`config.mk`:
```
export PLATFORM = sky130hd
export DESIGN_NAME = dcache_port_arbiter
export DESIGN_NICKNAME = d
export VERILOG_FILES = /design/src/rtl/dcache_port_arbiter.sv
export SDC_FILE = /design/constraint.sdc
export NUM_CORES = 1
export LEC_CHECK = 0
export BUFFER_PORTS_ARGS = -buffer_cell sky130_fd_sc_hd__buf_2
export CAP_MARGIN = 20
export CORE_MARGIN = 3
export CORE_UTILIZATION = 35
export DETAILED_ROUTE_END_ITERATION = 8
export GPL_ROUTABILITY_DRIVEN = 0
export PLACE_DENSITY = 0.64
export REMOVE_ABC_BUFFERS = 1
export SLEW_MARGIN = 15
export SYNTH_ARGS = -nofsm -noshare
export SYNTH_HDL_FRONTEND = slang
export SYNTH_SLANG_ARGS = --single-unit
export TNS_END_PERCENT = 5
```
`constraint.sdc`:
```
create_clock -name clk -period 3.3 [get_ports clk]
set_input_delay 0.495 -clock clk [delete_from_list [all_inputs] [get_ports clk]]
set_output_delay 0.495 -clock clk [all_outputs]
set_load 0.1 [all_outputs]
```
`src/rtl/dcache_port_arbiter.sv`:
```
// Two-port arbiter for the single data-memory port: grants, renames ld/st ids to memory tags, routes responses back.
// Optional build macro ARB_FIXED_PRIO_EN: port A always wins contention (no round-robin pointer).
module dcache_port_arbiter #(
    parameter int unsigned NUM_TAGS = 16,
    parameter int unsigned ADDR_W   = 32,
    parameter int unsigned DATA_W   = 32
) (
    input  logic              clk,
    input  logic              rst,

    input  logic              req_a_valid,
    input  logic [ADDR_W-1:0] req_a_addr,
    input  logic [DATA_W-1:0] req_a_data,
    input  logic              req_a_rw,
    input  logic [3:0]        req_a_id,
    output logic              gnt_a,

    input  logic              req_b_valid,
    input  logic [ADDR_W-1:0] req_b_addr,
    input  logic [DATA_W-1:0] req_b_data,
    input  logic              req_b_rw,
    input  logic [3:0]        req_b_id,
    output logic              gnt_b,

    output logic [ADDR_W-1:0] mem_addr_out,
    output logic [DATA_W-1:0] mem_data_out,
    output logic              mem_rw_out,
    output logic [3:0]        mem_id_out,
    output logic              mem_valid_out,
    input  logic [DATA_W-1:0] mem_data_in,
    input  logic [3:0]        mem_id_in,
    input  logic              mem_ready_in,
    input  logic              mem_stall_in,

    output logic              rsp_a_valid,
    output logic              rsp_b_valid,
    output logic [DATA_W-1:0] rsp_data,
    output logic [3:0]        rsp_id,
    output logic [4:0]        outstanding,
    output logic              tag_err
);

    localparam int unsigned TAG_W = 4;
    localparam int unsigned TBL_N = 16;
    localparam int unsigned CNT_W = 5;

    typedef struct packed {
        logic             src;
        logic [TAG_W-1:0] orig_id;
    } tag_meta_t;

    logic [TBL_N-1:0] busy;
    tag_meta_t        meta [TBL_N];

    logic             any_free;
    logic [TAG_W-1:0] alloc_tag;
    logic             can_grant;
    logic             granted;
    logic             rsp_hit;
    logic             rsp_unknown;
    tag_meta_t        hit_meta;
    tag_meta_t        new_meta;

    // Lowest-index free tag, judged on the registered busy vector
    always_comb begin
        any_free  = 1'b0;
        alloc_tag = '0;
        for (int unsigned i = 0; i < NUM_TAGS; i++) begin
            if (!busy[i] && !any_free) begin
                any_free  = 1'b1;
                alloc_tag = TAG_W'(i);
            end
        end
    end

    assign can_grant = rst && !mem_stall_in && any_free;

`ifdef ARB_FIXED_PRIO_EN
    assign gnt_a = can_grant && req_a_valid;
    assign gnt_b = can_grant && req_b_valid && !req_a_valid;
`else
    logic rr_ptr;

    assign gnt_a = can_grant && req_a_valid && (!req_b_valid || !rr_ptr);
    assign gnt_b = can_grant && req_b_valid && (!req_a_valid || rr_ptr);

    // Pointer moves to the loser only when both ports contended and one was granted
    always_ff @(posedge clk or negedge rst) begin
        if (!rst) begin
            rr_ptr <= 1'b0;
        end else if (can_grant && req_a_valid && req_b_valid) begin
            rr_ptr <= gnt_a;
        end
    end
`endif

    assign granted     = gnt_a || gnt_b;
    assign rsp_hit     = mem_ready_in && busy[mem_id_in];
    assign rsp_unknown = mem_ready_in && !busy[mem_id_in];
    assign hit_meta    = meta[mem_id_in];
    assign new_meta    = gnt_b ? tag_meta_t'{src: 1'b1, orig_id: req_b_id}
                               : tag_meta_t'{src: 1'b0, orig_id: req_a_id};

    // Tag table; the freed tag was busy this cycle so it never collides with alloc_tag
    always_ff @(posedge clk or negedge rst) begin
        if (!rst) begin
            busy <= '0;
            for (int unsigned i = 0; i < TBL_N; i++) begin
                meta[i] <= '0;
            end
        end else begin
            if (rsp_hit) begin
                busy[mem_id_in] <= 1'b0;
            end
            if (granted) begin
                busy[alloc_tag] <= 1'b1;
                meta[alloc_tag] <= new_meta;
            end
        end
    end

    // Memory issue register: one-cycle latency, payload holds when idle
    always_ff @(posedge clk or negedge rst) begin
        if (!rst) begin
            mem_valid_out <= 1'b0;
            mem_addr_out  <= '0;
            mem_data_out  <= '0;
            mem_rw_out    <= 1'b0;
            mem_id_out    <= '0;
        end else begin
            mem_valid_out <= granted;
            if (granted) begin
                mem_addr_out <= gnt_b ? req_b_addr : req_a_addr;
                mem_data_out <= gnt_b ? req_b_data : req_a_data;
                mem_rw_out   <= gnt_b ? req_b_rw   : req_a_rw;
                mem_id_out   <= alloc_tag;
            end
        end
    end

    // Response return path with original id restored
    always_ff @(posedge clk or negedge rst) begin
        if (!rst) begin
            rsp_a_valid <= 1'b0;
            rsp_b_valid <= 1'b0;
            rsp_data    <= '0;
            rsp_id      <= '0;
        end else begin
            rsp_a_valid <= rsp_hit && !hit_meta.src;
            rsp_b_valid <= rsp_hit && hit_meta.src;
            if (rsp_hit) begin
                rsp_data <= mem_data_in;
                rsp_id   <= hit_meta.orig_id;
            end
        end
    end

    always_ff @(posedge clk or negedge rst) begin
        if (!rst) begin
            outstanding <= '0;
            tag_err     <= 1'b0;
        end else begin
            outstanding <= outstanding + CNT_W'(granted) - CNT_W'(rsp_hit);
            tag_err     <= tag_err || rsp_unknown;
        end
    end

endmodule

```
==> impl_metrics.toml <==
[timing]
tightest_slew_ns = 0.9156
slew_headroom_pct = 38.96
fin_crit_sh_pct = 88.36
timing.final.crit_period_ns = 2.916
setup_viol = 0
rsz0062_at_grt = "false"
timing.final.ws_setup_ns = 0.3840
drv_slew = 0
tns_ns = 0
finalHoldViolCount = 0
fin_skew_ns = 0.01615
fmax_mhz = 342.9

[synth]
syn_area_um2 = 9773
synth-seq-cells = 211
ys_async_sr_fraction_pct = 100.0
ys.flop_type = "dfrtp_1"
synth.distinct_cells = 55
synth_top_cell_by_area = "dfrtp_1"
syn_avg_cell_area_um2 = 10.24
ys_seq_area_share_pct = 54.03
synthCells = 954
synth-edff-count = 0
synth.area.top_cells = "dfrtp_1 (54%), nand2_1 (6.6%), mux4_2 (6.0%)"
synth_top_area_share_pct = 54.03
netlist_top_cells_count = "dfrtp_1 (211), nand2_1 (173), nor2_1 (123), a31oi_1 (68), a21oi_1 (59)"
ys.warnings.count = 0
yosysMostFrequentCell = "dfrtp_1"

[critical_path]
endpoint_kind = "output pin"
crit_buf_inv = 3
startpoint_type = "flip-flop"
cpPeakStageDelay_ns = 0.51
path_max_fanout = 10
worstSetupPathType = "flip-flop to output pin"
rr_startpoint = "busy[12]"
slowest_stage = "dfrtp_1"
timing.reg2reg.setup_slack_ns = 0.59
r2r.worst_path.cells = 10
cp_top_family = "simple AND/OR/NAND/NOR gates"
critPathArrivalTime_ns = 2.42
r2r-end = "outstanding[4]"
cp_cell_sequence = "nand4_1 -> buf_4 -> or3_1 -> o21ai_4 -> inv_1 -> buf_12"
critPathRequiredTime_ns = 2.80

[placed_design]
post-place-ws_ns = 0.4080
portBuffers = 295
place_hpwl_um = 20240

[drt]
via_per_inst = 5.065
drt_iter0_drc = 559
route.detailed.wl_per_inst_um = 17.52
route.vias.total = 8307
drtPass1Iterations = 5
wl_um = 28740
postRouteAntennaNets = 0
remaining_drc_errors = 0

[status]
outcome = "finished clean"

[die]
dieArea_um2 = 29960
fp.dieH_um = 173.1
fp-row-count = 60
die_w_um = 173.1
num_io_pins = 296
core_um2 = 27180
initial_utilization_pct = 35.96

[layout]
drive_above_1_share_pct = 35.67
synthToLayoutAreaGrowth_pct = 30.21
nFillCells = 2605
nets = 1434

[pwr]
ir_worst_vdd_v = 0.0004190
power-per-cell-area_nw_per_um2 = 931.0
p_leak_nw = 5.939

[clock_network]
htreeDepth = 1
clk_latency_ns = 0.53
cts_sinks = 211
clkTransAtPathRegs_ns = 0.06
cts_tree = "built"
ctsResizeCount = 0
root_buffer = "clkbuf_16"
clk_path_buf_depth = 3
cts_made_buffers = 26

[grt]
grt_max_degree = 145
grt_usage_pct = 18.70
grt-ovfl-total = 0
grt_pass1_vias = 8192
grt_pass1_wl_um = 45730
antenna_found_initial = 2

[worst_hold_path]
hp-class = "input port to asynchronous set/reset pin"

[run]
maxCapViolCount = 0
[sequential cells by signal, indices dropped and copies added, names as in the netlist]
| signal | cells |
|---|---|
| busy | 16 |
| mem_addr_out | 32 |
| mem_data_out | 32 |
| mem_id_out | 4 |
| mem_rw_out | 1 |
| mem_valid_out | 1 |
| meta | 80 |
| outstanding | 5 |
| rr_ptr | 1 |
| rsp_a_valid | 1 |
| rsp_b_valid | 1 |
| rsp_data | 32 |
| rsp_id | 4 |
| tag_err | 1 |
[cell families (layout without fill, tap and decap cells)]
group	count (synthesis)	count (layout)	synth area share (%)
AND/OR/NAND/NOR	370	370	16.18
flip-flops	211	211	54.03
AO/OA/AOI/OAI	196	196	12.39
multiplexers	83	83	12.41
buffers and inverters	83	396	3.700
adder cells (fa/ha/maj)	6	6	0.8450
XOR/XNOR	5	5	0.4481
other	0	1	0
[where the power goes]
part           total, mW  leakage, nW  switching (mW)  internal (mW)
Sequential          3.67         2.52           0.422           3.25
Clock               3.17        0.461            1.12           2.05
Combinational       5.00         2.95            3.88           1.13
[layer usage]
| metal | vias up | part of all wire [%] | global-route usage [%] |
|---|---|---|---|
| li1 | 3931 | - | - |
| met1 | 4005 | 43 | 25.25 |
| met2 | 318 | 48 | 31.02 |
| met3 | 51 | 6.8 | 3.360 |
| met4 | 2 | 2.7 | 5.372 |
| met5 | - | 0.024 | 0 |
[worst max path at each step]
| stage | from | cells after the start | endpoint | slack (ns) |
|---|---|---|---|---|
| finish | busy[2] | 6 | gnt_b | 0.38 |
| floorplan | rst | 11 | outstanding[4] | -5.61 |
| detailed placement | rst | 9 | meta[77] | 0.41 |
| global placement | rst | 9 | meta[63] | 0.40 |
| CTS | busy[0] | 6 | gnt_b | 0.09 |
| global route | busy[0] | 6 | gnt_b | 0.23 |
[area by class of cell]
cell class | instances | area [µm²] | share of cell area, %
timing repair buffer | 328 | 1787 | 14.04
tap | 372 | 465.4 | 3.657
clock inverter | 10 | 205.2 | 1.612
sequential | 211 | 5280 | 41.49
inverter | 21 | 78.83 | 0.6194
clock buffer | 37 | 753.2 | 5.919
antenna | 1 | 2.502 | 0.01966
multi-input combinational | 660 | 4154 | 32.64
[metrics by stage]
| stage | hold slack (ns) | instances | cell area (µm²) | util (%) | power [mW] |
|---|---|---|---|---|---|
| 6_report | 0.08312 | 1640 | 12730 | 46.83 | 11.85 |
| 5_1_grt | 0.1626 | 1640 | 12730 | 46.83 | 12.38 |
| 4_1_cts | 0.1512 | 1638 | 12720 | 46.79 | 11.95 |
| 3_5_place_dp | 0.4523 | 1591 | 11760 | 43.26 | 8.739 |
| 3_3_place_gp | 0.4450 | 1591 | 11760 | 43.26 | 8.667 |
| 2_1_floorplan | 0.1994 | 892 | 9490 | - | 7.651 |
[cell usage in the layout, fill, tap and decap left out, types with 9 or more instances in the layout]
cell type,Yosys,layout
buf_2,16,293
dfrtp_1,211,211
nand2_1,173,172
nor2_1,123,123
a31oi_1,68,68
a21oi_1,59,58
mux2_2,45,45
buf_4,6,30
clkbuf_16,0,27
mux4_2,26,26
o21ai_0,24,24
inv_1,21,21
nand3_1,19,19
mux2i_1,12,12
nand2b_1,9,9
[what timing repair did]
action | in CTS | in global routing
buffers inserted | 0 | 1
hold buffers | 0 | 0
setup endpoints to repair | 0 | 1
No activity file was read; power rests on OpenSTA's default activity.
